### src/rtl/aes_pkg.sv
// aes_pkg: shared types and constants for the AES job controller.
// State encoding, 128<->4x32 word split, default watchdog limit.
package aes_pkg;

  typedef enum logic [1:0] {
    IDLE   = 2'd0,
    LAUNCH = 2'd1,
    WAIT   = 2'd2,
    RESP   = 2'd3
  } state_t;

  localparam int WORD_W      = 32;
  localparam int TIMEOUT_DEF = 64;

  // Word i of a 128-bit block; word0 is the most significant.
  function automatic logic [31:0] word_of(
    input logic [127:0] v,
    input int           i
  );
    return v[127 - WORD_W*i -: WORD_W];
  endfunction

endpackage

### src/rtl/aes_rr_arb.sv
// aes_rr_arb: 2-way round-robin arbiter, purely combinational.
// On a tie the requester that was not served last wins.
module aes_rr_arb (
  input  logic [1:0] req,
  input  logic       last,
  output logic [1:0] gnt
);

  // One-hot grant from request pair and last-served bit
  always_comb begin
    gnt = 2'b00;
    unique case (req)
      2'b01:   gnt = 2'b01;
      2'b10:   gnt = 2'b10;
      2'b11:   gnt = last ? 2'b01 : 2'b10;
      default: gnt = 2'b00;
    endcase
  end

endmodule

### src/rtl/aes_job_ctrl.sv
// aes_job_ctrl: shares one AES-128 core between two requesters.
// Round-robin grant, start pulse, watchdog-guarded completion.
module aes_job_ctrl
  import aes_pkg::*;
#(
  parameter int TIMEOUT_CYCLES = TIMEOUT_DEF
) (
  input  logic         CLK,
  input  logic         RST,
  input  logic         req0_valid,
  input  logic         req1_valid,
  output logic         req0_ready,
  output logic         req1_ready,
  input  logic [127:0] req0_pt,
  input  logic [127:0] req1_pt,
  input  logic [127:0] req0_key,
  input  logic [127:0] req1_key,
  output logic         rsp_valid,
  input  logic         rsp_ready,
  output logic [127:0] rsp_data,
  output logic         rsp_id,
  output logic         rsp_err,
  output logic         aes_start_out,
  output logic [31:0]  aes_pt0_out,
  output logic [31:0]  aes_pt1_out,
  output logic [31:0]  aes_pt2_out,
  output logic [31:0]  aes_pt3_out,
  output logic [31:0]  aes_key0_out,
  output logic [31:0]  aes_key1_out,
  output logic [31:0]  aes_key2_out,
  output logic [31:0]  aes_key3_out,
  input  logic [31:0]  aes_ct0_in,
  input  logic [31:0]  aes_ct1_in,
  input  logic [31:0]  aes_ct2_in,
  input  logic [31:0]  aes_ct3_in,
  input  logic         aes_valid_in,
  output logic         busy_out,
  output logic [15:0]  jobs_done_out
);

  localparam int TW = $clog2(TIMEOUT_CYCLES);
  localparam logic [TW-1:0] T_LAST =
    TW'(TIMEOUT_CYCLES - 1);

  state_t        state;
  state_t        nxt;
  logic [127:0]  pt_q;
  logic [127:0]  key_q;
  logic [127:0]  rsp_q;
  logic          id_q;
  logic          err_q;
  logic          last_q;
  logic [TW-1:0] timer;
  logic [15:0]   jobs_q;
  logic [1:0]    gnt;
  logic          hs0;
  logic          hs1;
  logic          take;
  logic          done_ok;
  logic          done_to;
  logic          rsp_hs;

  aes_rr_arb u_arb (
    .req  ({req1_valid, req0_valid}),
    .last (last_q),
    .gnt  (gnt)
  );

  // Ready is gated by reset so nothing is offered while held in reset.
  assign req0_ready = RST & (state == IDLE) & gnt[0];
  assign req1_ready = RST & (state == IDLE) & gnt[1];

  assign hs0  = req0_valid & req0_ready;
  assign hs1  = req1_valid & req1_ready;
  assign take = hs0 | hs1;

  // A core valid at timer 0 is a stale flag from the previous job.
  assign done_ok = (state == WAIT) & aes_valid_in
                 & (timer != '0);
  assign done_to = (state == WAIT) & (timer == T_LAST);
  assign rsp_hs  = (state == RESP) & rsp_ready;

  // Next-state logic
  always_comb begin
    nxt = state;
    unique case (state)
      IDLE:    if (take) nxt = LAUNCH;
      LAUNCH:  nxt = WAIT;
      WAIT:    if (done_ok | done_to) nxt = RESP;
      RESP:    if (rsp_ready) nxt = IDLE;
      default: nxt = IDLE;
    endcase
  end

  // State register
  always_ff @(posedge CLK or negedge RST) begin
    if (!RST) state <= IDLE;
    else      state <= nxt;
  end

  // Holding registers for the granted job
  always_ff @(posedge CLK or negedge RST) begin
    if (!RST) begin
      pt_q  <= '0;
      key_q <= '0;
      id_q  <= 1'b0;
    end else if (take) begin
      pt_q  <= hs1 ? req1_pt  : req0_pt;
      key_q <= hs1 ? req1_key : req0_key;
      id_q  <= hs1;
    end
  end

  // Watchdog timer, cleared at launch, counting only inside WAIT
  always_ff @(posedge CLK or negedge RST) begin
    if (!RST) begin
      timer <= '0;
    end else if (state == LAUNCH) begin
      timer <= '0;
    end else if (state == WAIT && nxt == WAIT) begin
      timer <= timer + 1'b1;
    end
  end

  // Response capture; a real completion beats a same-cycle timeout
  always_ff @(posedge CLK or negedge RST) begin
    if (!RST) begin
      rsp_q <= '0;
      err_q <= 1'b0;
    end else if (done_ok) begin
      rsp_q <= {aes_ct0_in, aes_ct1_in,
                aes_ct2_in, aes_ct3_in};
      err_q <= 1'b0;
    end else if (done_to) begin
      rsp_q <= '0;
      err_q <= 1'b1;
    end
  end

  // Completion counter and round-robin history
  always_ff @(posedge CLK or negedge RST) begin
    if (!RST) begin
      jobs_q <= '0;
      last_q <= 1'b1;
    end else if (rsp_hs) begin
      jobs_q <= jobs_q + 16'd1;
      last_q <= id_q;
    end
  end

  assign rsp_valid     = (state == RESP);
  assign rsp_data      = rsp_q;
  assign rsp_id        = id_q;
  assign rsp_err       = err_q;
  assign aes_start_out = (state == LAUNCH);
  assign busy_out      = (state != IDLE);
  assign jobs_done_out = jobs_q;

  assign aes_pt0_out  = word_of(pt_q, 0);
  assign aes_pt1_out  = word_of(pt_q, 1);
  assign aes_pt2_out  = word_of(pt_q, 2);
  assign aes_pt3_out  = word_of(pt_q, 3);
  assign aes_key0_out = word_of(key_q, 0);
  assign aes_key1_out = word_of(key_q, 1);
  assign aes_key2_out = word_of(key_q, 2);
  assign aes_key3_out = word_of(key_q, 3);

endmodule

### config.mk
export PLATFORM = sky130hd
export DESIGN_NAME = aes_job_ctrl
export DESIGN_NICKNAME = d
export VERILOG_FILES = /design/src/rtl/aes_pkg.sv /design/src/rtl/aes_rr_arb.sv /design/src/rtl/aes_job_ctrl.sv
export SDC_FILE = /design/constraint.sdc
export NUM_CORES = 1
export LEC_CHECK = 0
export BUFFER_PORTS_ARGS = -buffer_cell sky130_fd_sc_hd__buf_2
export CAP_MARGIN = 40
export CORE_AREA = 3 3 410 412
export DETAILED_ROUTE_END_ITERATION = 10
export DIE_AREA = 0 0 413 415
export GPL_ROUTABILITY_DRIVEN = 0
export PLACE_DENSITY = 0.39
export SLEW_MARGIN = 20
export SYNTH_ARGS = -nofsm -noshare
export SYNTH_HDL_FRONTEND = slang
export SYNTH_SLANG_ARGS = --single-unit
### constraint.sdc
create_clock -name CLK -period 2.7 [get_ports CLK]
set_clock_uncertainty 0.15 [all_clocks]
set_input_delay 0.27 -clock CLK [delete_from_list [all_inputs] [get_ports CLK]]
set_output_delay 0.27 -clock CLK [all_outputs]
set_load 0.01 [all_outputs]
==> tab_implementation.tex, run 1 <==
\begin{tabular}{lr}
\hline
Metric & Value \\
\hline
\multicolumn{2}{l}{\textbf{Synthesis}} \\
\quad Flip-flop and latch count after synthesis & 411 \\
\quad Number of enable-type register cells in the synthesized netlist & 0 \\
\quad Area fraction in and, or, nand and nor cells after synthesis & 7.46\% \\
\quad Net count after synthesis & 2183 \\
\quad Main combinational cell family by area after synthesis & multiplexers \\
\quad Area share of xor/xnor cells in the synthesized design & 0.750\% \\
\quad Library cells used by synthesis & 39 \\
\quad Count of warnings emitted by yosys & 0 \\
\quad Leading register cell type out of synthesis & sky130\_fd\_sc\_hd\_\_dfrtp\_1 \\
\quad Post-synthesis sequential area ratio & 58.8\% \\
\quad Synth Instances & 1534 \\
\quad Cell area after synthesis & 17500 µm² \\
\quad Async set-or-reset flop fraction in the synthesized netlist & 100\% \\
\quad Synthesized-area fraction occupied by adder cells & 0.214\% \\
\quad Library cell occupying the most area in the post-synthesis netlist & sky130\_fd\_sc\_hd\_\_dfrtp\_1 \\
\quad Multiplexer share of the synthesized area & 14.7\% \\
\quad Synth Area in Compound Gates & 14.6\% \\
\quad Portion of synthesized cell area occupied by the leading cell type & 58.6\% \\
\quad Per-instance average area after synthesis & 11.4 µm² \\
\quad Cell types occupying the most area after synthesis & sky130\_fd\_sc\_hd\_\_dfrtp\_1 59\%, sky130\_fd\_sc\_hd\_\_mux2i\_1 15\%, sky130\_fd\_sc\_hd\_\_a22o\_1 6.4\% \\
\multicolumn{2}{l}{\textbf{Floorplanning}} \\
\quad Overall die height & 415 µm \\
\quad Core ar. & 165000 µm² \\
\quad Die outline width & 413 µm \\
\quad Initial Util & 10.6\% \\
\quad DIE AREA & 171000 µm² \\
\quad Number of primary I/O pins & 1053 \\
\quad Standard-cell rows & 149 \\
\multicolumn{2}{l}{\textbf{Routing}} \\
\quad Avg Vias per Cell & 3.52 \\
\quad Avg WL per Cell & 22.2 µm \\
\quad Number of design-rule violations left by the first detailed-router iteration & 1031 \\
\quad First-pass DRT Iterations & 5 \\
\quad Total number of vias & 19.4k \\
\quad ANT nets after route & 0 \\
\quad Remaining DRCs & 0 \\
\quad Final wirelength & 122000 µm \\
\multicolumn{2}{l}{\textbf{Global route}} \\
\quad Largest net degree at the start of global routing & 128 \\
\quad Vias in the first global route & 20.0k \\
\quad First-pass GRT wire length & 163000 µm \\
\quad Total global routing track utilization & 13.5\% \\
\quad Remaining global-route overflow & 0 \\
\quad Antenna violations before repair & 70 \\
\multicolumn{2}{l}{\textbf{Final layout}} \\
\quad Post-route non-filler standard cell count & 5500 \\
\quad Number of nets in the finished design & 3895 \\
\quad FF/Latch Area & 10300 µm² \\
\quad Most frequent cells in the layout & 1051 x sky130\_fd\_sc\_hd\_\_buf\_2, 645 x sky130\_fd\_sc\_hd\_\_dlygate4sd3\_1, 409 x sky130\_fd\_sc\_hd\_\_dfrtp\_1, 272 x sky130\_fd\_sc\_hd\_\_nand2\_1, 257 x sky130\_fd\_sc\_hd\_\_mux2i\_1 \\
\quad Multi-input gate area & 6620 µm² \\
\quad Share of layout cells above drive strength 1 & 37.0\% \\
\quad Growth of design area from synthesis to finish & 94.6\% \\
\quad Most common cell after layout, fill and taps aside & sky130\_fd\_sc\_hd\_\_buf\_2 \\
\quad Finished Cell Area & 34100 µm² \\
\quad Post-layout util & 20.7\% \\
\quad Fillers & 18.3k \\
\multicolumn{2}{l}{\textbf{Place}} \\
\quad HPWL after detailed placement & 98800 µm \\
\quad Post-Place Cell Area & 25700 µm² \\
\quad Total instance count after detailed placement & 4726 \\
\quad Number of port buffers & 1052 \\
\multicolumn{2}{l}{\textbf{Worst hold path}} \\
\quad Classification of the worst-slack hold path & input port to asynchronous set/reset pin \\
\multicolumn{2}{l}{\textbf{Clocking}} \\
\quad Cts bufs inserted & 54 \\
\quad Root Driver & sky130\_fd\_sc\_hd\_\_clkbuf\_16 \\
\quad CTS sink cnt & 411 \\
\quad Clock tree from TritonCTS & done \\
\quad Depth of the CTS H-tree & 2 \\
\quad Worst-skew pair later-pin latency & 0.62 ns \\
\quad Clk slew on worst S/H paths & 0.06 ns \\
\quad Buffer levels on the longest clock path & 3 \\
\multicolumn{2}{l}{\textbf{Pwr}} \\
\quad Total power per unit cell area & 892 nW/µm² \\
\quad Leakage component of the power & 17.9 nW \\
\quad VDD IR-drop max & 0.460 mV \\
\quad Power after layout & 30.4 mW \\
\multicolumn{2}{l}{\textbf{STA}} \\
\quad Number of max-slew violations in the final report & 0 \\
\quad Worst-margin pin slew & 0.894 ns \\
\quad Part of the cycle the worst path needs & 95.2\% \\
\quad Number of hold violations in the final report & 0 \\
\quad Fmax & 389 MHz \\
\quad Unrepaired setup endpoints after global routing & no \\
\quad Fin crit period & 2.57 ns \\
\quad Final setup violating endpoints & 0 \\
\quad Worst slew margin relative to its limit & 40.4\% \\
\quad Final-layout setup total negative slack & 0 ns \\
\multicolumn{2}{l}{\textbf{Worst setup path}} \\
\quad Reg-to-reg slack, setup & 0.13 ns \\
\quad Biggest fanout along the worst timing path & 13 \\
\quad Crit path capture type & flip-flop \\
\quad Type of origin of the critical path & flip-flop \\
\quad Worst r2r dst & key\_q[102]\$\_DFFE\_PN0P\_ \\
\quad Worst R2R Path Depth & 9 \\
\quad Data arrival time of the critical path & 2.93 ns \\
\quad Worst Path Class, Setup & flip-flop to flip-flop \\
\quad FF-to-FF Start & last\_q\$\_DFFE\_PN1P\_ \\
\quad Critical path required time & 3.06 ns \\
\multicolumn{2}{l}{\textbf{Job}} \\
\quad Maximum Capacitance Violations & 0 \\
\multicolumn{2}{l}{\textbf{Status}} \\
\quad Status & finished, final reports clean \\
\hline
\end{tabular}
[cells in the mapped netlist (3+ instances only)]
cell type / number
sky130_fd_sc_hd__nor3_1: 6
sky130_fd_sc_hd__dfrtp_1: 410
sky130_fd_sc_hd__xor2_1: 6
sky130_fd_sc_hd__nor2_1: 9
sky130_fd_sc_hd__xnor2_1: 9
sky130_fd_sc_hd__o21ai_1: 54
sky130_fd_sc_hd__nand2_1: 272
sky130_fd_sc_hd__buf_2: 59
sky130_fd_sc_hd__o211ai_1: 3
sky130_fd_sc_hd__a22o_1: 128
sky130_fd_sc_hd__o21ai_0: 207
sky130_fd_sc_hd__and3_1: 3
sky130_fd_sc_hd__mux2i_1: 257
sky130_fd_sc_hd__and4_1: 3
sky130_fd_sc_hd__clkbuf_1: 44
sky130_fd_sc_hd__nand4_1: 8
sky130_fd_sc_hd__ha_1: 3
sky130_fd_sc_hd__nand3_1: 9
sky130_fd_sc_hd__buf_6: 11
sky130_fd_sc_hd__inv_1: 9
[report_power, final]
group	total [mW]	internal (mW)	switching [mW]
registers	10.9	8.93	2.01
clock network	7.21	4.15	3.06
logic	12.2	5.26	6.97
[metrics by stage]
stage | setup WS [ns] | hold slack [ns]
detailed placement | 0.342 | 0.196
CTS | 0.0156 | 0.0762
floorplan | 0.660 | -0.176
global placement | 0.333 | 0.191
finish | 0.129 | 0.128
global route | 0.0264 | 0.111
[critical path, stage by stage, from the launching register on]
cell and delay (ns):
sky130_fd_sc_hd__dfstp_2 0.54, sky130_fd_sc_hd__nand2_1 0.05, sky130_fd_sc_hd__nand4_1 0.08, sky130_fd_sc_hd__buf_4 0.15, sky130_fd_sc_hd__buf_12 0.17, sky130_fd_sc_hd__buf_16 0.20
sky130_fd_sc_hd__buf_4 0.21, sky130_fd_sc_hd__mux2i_1 0.19, sky130_fd_sc_hd__dlygate4sd3_1 0.57, sky130_fd_sc_hd__o21ai_1 0.06
[final cells by class]
type                       count  share of cell area, %
antenna                       26                  0.191
clock inverter                19                  0.580
sequential                   411                   30.2
tap                         2189                   8.04
clock buffer                  76                   4.50
inverter                       9                 0.0992
multi-input combinational    999                   19.4
timing repair buffer        1771                   37.0
[sequential cells by signal, summed over array words and instances (netlist names)]
signal         count
last_q             1
rsp_id             1
pt_q             128
jobs_done_out     16
timer              6
state              2
rsp_err            1
rsp_data         128
key_q            128
[kinds of logic after synthesis]
family                   after synthesis
multiplexers                         257
AND/OR/NAND/NOR                      320
XOR/XNOR                              15
buffers and inverters                124
AO/OA/AOI/OAI                        404
adder cells (fa/ha/maj)                3
flip-flops                           411
[how the worst max path moves through the flow]
| stage | start | slack (ns) | to |
|---|---|---|---|
| 2_1_floorplan | timer[0]$_DFFE_PN0P_ | 0.66 | rsp_data[48]$_DFFE_PN0P_ |
| 3_3_place_gp | last_q$_DFFE_PN1P_ | 0.33 | key_q[68]$_DFFE_PN0P_ |
| 3_5_place_dp | state[0]$_DFF_PN0_ | 0.34 | key_q[68]$_DFFE_PN0P_ |
| 4_1_cts | state[0]$_DFF_PN0_ | 0.02 | req1_ready |
| 5_1_grt | last_q$_DFFE_PN1P_ | 0.03 | key_q[83]$_DFFE_PN0P_ |
| 6_report | last_q$_DFFE_PN1P_ | 0.13 | key_q[102]$_DFFE_PN0P_ |
[what timing repair did]
item / CTS / global route
hold endpoints to repair: 481 / 0
gates resized for setup: 0 / 3
hold buffers: 645 / 0
setup endpoints to repair: 0 / 28
setup buffers: 0 / 5
[metal layers]
layer,up-vias,part of all wire [%],GRT usage (%)
met2,798,49,23.3
met4,6,2.4,2.93
met3,181,7.2,3.31
met5,-,0.034,0
li1,8894,-,-
met1,9480,42,16.9
Power figures use the tool's default switching activity.
==> inputs of run 2 (changes only) <==
BUFFER_PORTS_ARGS = default   (was -buffer_cell sky130_fd_sc_hd__buf_2)
CORE_AREA = 2 2 404 406   (was 3 3 410 412)
DIE_AREA = 0 0 406 408   (was 0 0 413 415)
DONT_BUFFER_PORTS = 1   (was default)
PLACE_DENSITY = 0.34   (was 0.39)
==> run 2 against run 1 <==
Largest cell class is now flip-flops and latches. Core utilization is 2.8 points lower. Wire length is 12% lower. The run now ends with hold timing left. Critical path depth is 2 lower. Register-to-register slack worse by 0.08 ns.
==> tab_implementation.tex, run 2 (synthesized netlist as in run 1, its figures left out) <==
\begin{tabular}{lr}
\hline
Metric & Value \\
\hline
\multicolumn{2}{l}{\textbf{Routing}} \\
\quad Avg Vias per Cell & 3.47 (-1.4\%) \\
\quad Number of design-rule violations left by the first detailed-router iteration & 905 (-12\%) \\
\quad Remaining DRCs & 0 (unchanged) \\
\quad Final wirelength & 108000 µm (-12\%) \\
\quad Avg WL per Cell & 24.3 µm (+9.5\%) \\
\quad First-pass DRT Iterations & 5 (unchanged) \\
\quad ANT nets after route & 0 (unchanged) \\
\quad Total number of vias & 15.4k (-20\%) \\
\multicolumn{2}{l}{\textbf{STA}} \\
\quad Part of the cycle the worst path needs & 98.3\% (+3.1 points) \\
\quad Fmax & 377 MHz (-3.1\%) \\
\quad Final setup violating endpoints & 0 (unchanged) \\
\quad Fin crit period & 2.65 ns (+0.0827 ns) \\
\quad Final-layout setup total negative slack & 0 ns (unchanged) \\
\quad Unrepaired setup endpoints after global routing & yes \\
\quad Final WS setup & 0.0459 ns (-0.0827 ns) \\
\quad Worst-margin pin slew & 1.17 ns (+0.272 ns) \\
\quad Worst slew margin relative to its limit & 22.2\% (-18 points) \\
\quad Number of hold violations in the final report & 411 (+411) \\
\quad Number of max-slew violations in the final report & 0 (unchanged) \\
\quad WHS & -0.845 ns (-0.974 ns) \\
\multicolumn{2}{l}{\textbf{Worst setup path}} \\
\quad Kind of cell with the highest combined delay on the critical path & buffers and inverters \\
\quad FF-to-FF Start & state[0]\$\_DFF\_PN0\_ \\
\quad Worst Path Class, Setup & flip-flop to flip-flop \\
\quad Biggest fanout along the worst timing path & 13 (unchanged) \\
\quad Count of buffer and inverter cells on the critical path & 3 (-2) \\
\quad Critical path launch point & state[0]\$\_DFF\_PN0\_ \\
\quad Delay of the slowest cell on the worst path & 0.69 ns (+0.12 ns) \\
\quad Slowest cell on the critical path & sky130\_fd\_sc\_hd\_\_dlygate4sd3\_1 \\
\quad Type of origin of the critical path & flip-flop \\
\quad Crit path capture type & flip-flop \\
\quad Data arrival time of the critical path & 3.00 ns (+0.07 ns) \\
\quad Critical path required time & 3.05 ns (about the same) \\
\quad Worst path cell trace & nor2\_4 > nand4\_1 > clkbuf\_16 > buf\_4 > mux2i\_1 > dlygate4sd3\_1 > o21ai\_0 \\
\multicolumn{2}{l}{\textbf{Floorplanning}} \\
\quad Number of primary I/O pins & 1053 (unchanged) \\
\quad Core ar. & 162000 µm² (-1.9\%) \\
\quad DIE AREA & 166000 µm² (-3.4\%) \\
\quad Die outline width & 406 µm (-1.7\%) \\
\quad Initial Util & 10.8\% (+0.21 points) \\
\quad Standard-cell rows & 148 (-0.67\%) \\
\quad Overall die height & 408 µm (-1.7\%) \\
\multicolumn{2}{l}{\textbf{Place}} \\
\quad HPWL after detailed placement & 84000 µm (-15\%) \\
\quad Number of port buffers & 0 (-100\%) \\
\quad Total instance count after detailed placement & 3646 (-23\%) \\
\quad Post-Place Setup Slack & 0.300 ns (-0.0426 ns) \\
\quad Post-Place Cell Area & 20200 µm² (-21\%) \\
\multicolumn{2}{l}{\textbf{Worst hold path}} \\
\quad Classification of the worst-slack hold path & input port to asynchronous set/reset pin \\
\multicolumn{2}{l}{\textbf{Clocking}} \\
\quad CTS sink cnt & 411 (unchanged) \\
\quad Clock tree from TritonCTS & done \\
\quad Clk slew on worst S/H paths & 0.06 ns (about the same) \\
\quad Buffer levels on the longest clock path & 3 (unchanged) \\
\quad Worst-skew pair later-pin latency & 0.65 ns (+0.03 ns) \\
\quad Depth of the CTS H-tree & 2 (unchanged) \\
\quad Root Driver & sky130\_fd\_sc\_hd\_\_clkbuf\_16 \\
\quad Cts bufs inserted & 55 (+1.9\%) \\
\quad Hold Buf Count CTS & 646 (+0.16\%) \\
\multicolumn{2}{l}{\textbf{Final layout}} \\
\quad Post-layout util & 17.8\% (-2.8 points) \\
\quad Most common cell after layout, fill and taps aside & sky130\_fd\_sc\_hd\_\_dlygate4sd3\_1 \\
\quad Fillers & 17.9k (-2.4\%) \\
\quad Post-route non-filler standard cell count & 4435 (-19\%) \\
\quad Growth of design area from synthesis to finish & 64.6\% \\
\quad Number of nets in the finished design & 2831 (-27\%) \\
\quad Share of layout cells above drive strength 1 & 7.01\% (-30 points) \\
\quad FF/Latch Area & 10300 µm² (unchanged) \\
\quad Multi-input gate area & 6620 µm² (about the same) \\
\quad Most frequent cells in the layout & 646 x sky130\_fd\_sc\_hd\_\_dlygate4sd3\_1, 409 x sky130\_fd\_sc\_hd\_\_dfrtp\_1, 272 x sky130\_fd\_sc\_hd\_\_nand2\_1, 256 x sky130\_fd\_sc\_hd\_\_mux2i\_1, 207 x sky130\_fd\_sc\_hd\_\_o21ai\_0 \\
\quad Finished Cell Area & 28800 µm² (-15\%) \\
\multicolumn{2}{l}{\textbf{Global route}} \\
\quad Remaining global-route overflow & 0 (unchanged) \\
\quad First-pass GRT wire length & 143000 µm (-12\%) \\
\quad Largest net degree at the start of global routing & 416 (+230\%) \\
\quad Vias in the first global route & 16.0k (-20\%) \\
\quad Antenna violations before repair & 87 (+24\%) \\
\quad Total global routing track utilization & 12.5\% (-1.0 points) \\
\multicolumn{2}{l}{\textbf{Pwr}} \\
\quad VDD IR-drop max & 0.515 mV (+12\%) \\
\quad Leakage component of the power & 13.5 nW (-25\%) \\
\quad Total power per unit cell area & 957 nW/µm² (+7.3\%) \\
\quad Power after layout & 27.6 mW (-9.2\%) \\
\multicolumn{2}{l}{\textbf{Status}} \\
\quad Status & finished with violations \\
\quad Violated checks & hold timing \\
\multicolumn{2}{l}{\textbf{Job}} \\
\quad Maximum Capacitance Violations & 0 (unchanged) \\
\hline
\end{tabular}
## run 2: report_power, final
part	internal [mW]	total (mW)	switching, mW	leakage (nW)
registers	8.91	13.6	4.68	5.15
clock network	4.71	7.84	3.13	0.927
logic	3.18	6.15	2.98	7.42
## run 2: final cells by class
type                            count  share of cell area [%]
Timing Repair Buffer              706                    24.9
Antenna cell                       36                   0.313
Clock inverter                     20                    1.12
Inverter                            9                   0.117
Multi-Input combinational cell    999                    23.0
Tap cell                         2175                    9.44
Clock buffer                       79                    5.47
Sequential cell                   411                    35.7
## run 2: per-layer routing
layer	track usage [%]	part of all wire [%]	up-vias
li1	-	-	6782
met1	14.3	38	7571
met2	21.1	48	804
met3	4.71	9.5	209
met4	4.26	4.1	26
met5	0	0.16	-
## run 2: path summary, 6_finish.rpt
kind	endpoint	slack (ns)	depth (start not counted)
max reg2reg	key_q[0]$_DFFE_PN0P_	0.05	7
min in group CLK	rsp_data[3]$_DFFE_PN0P_	0.13	2
max	key_q[0]$_DFFE_PN0P_	0.05	7
min reg2reg	last_q$_DFFE_PN1P_	0.36	2
min	pt_q[77]$_DFFE_PN0P_	-0.85	0
max in group asynchronous	pt_q[15]$_DFFE_PN0P_	2.28	0
## run 2: what timing repair did
action                                 4_1_cts  5_1_grt
setup endpoints to repair                    1       88
endpoints found under the hold margin      811      411
buffers inserted                             1        4
gates cloned                                 2        1
pin swaps                                    1        1
resized for setup                            1        7
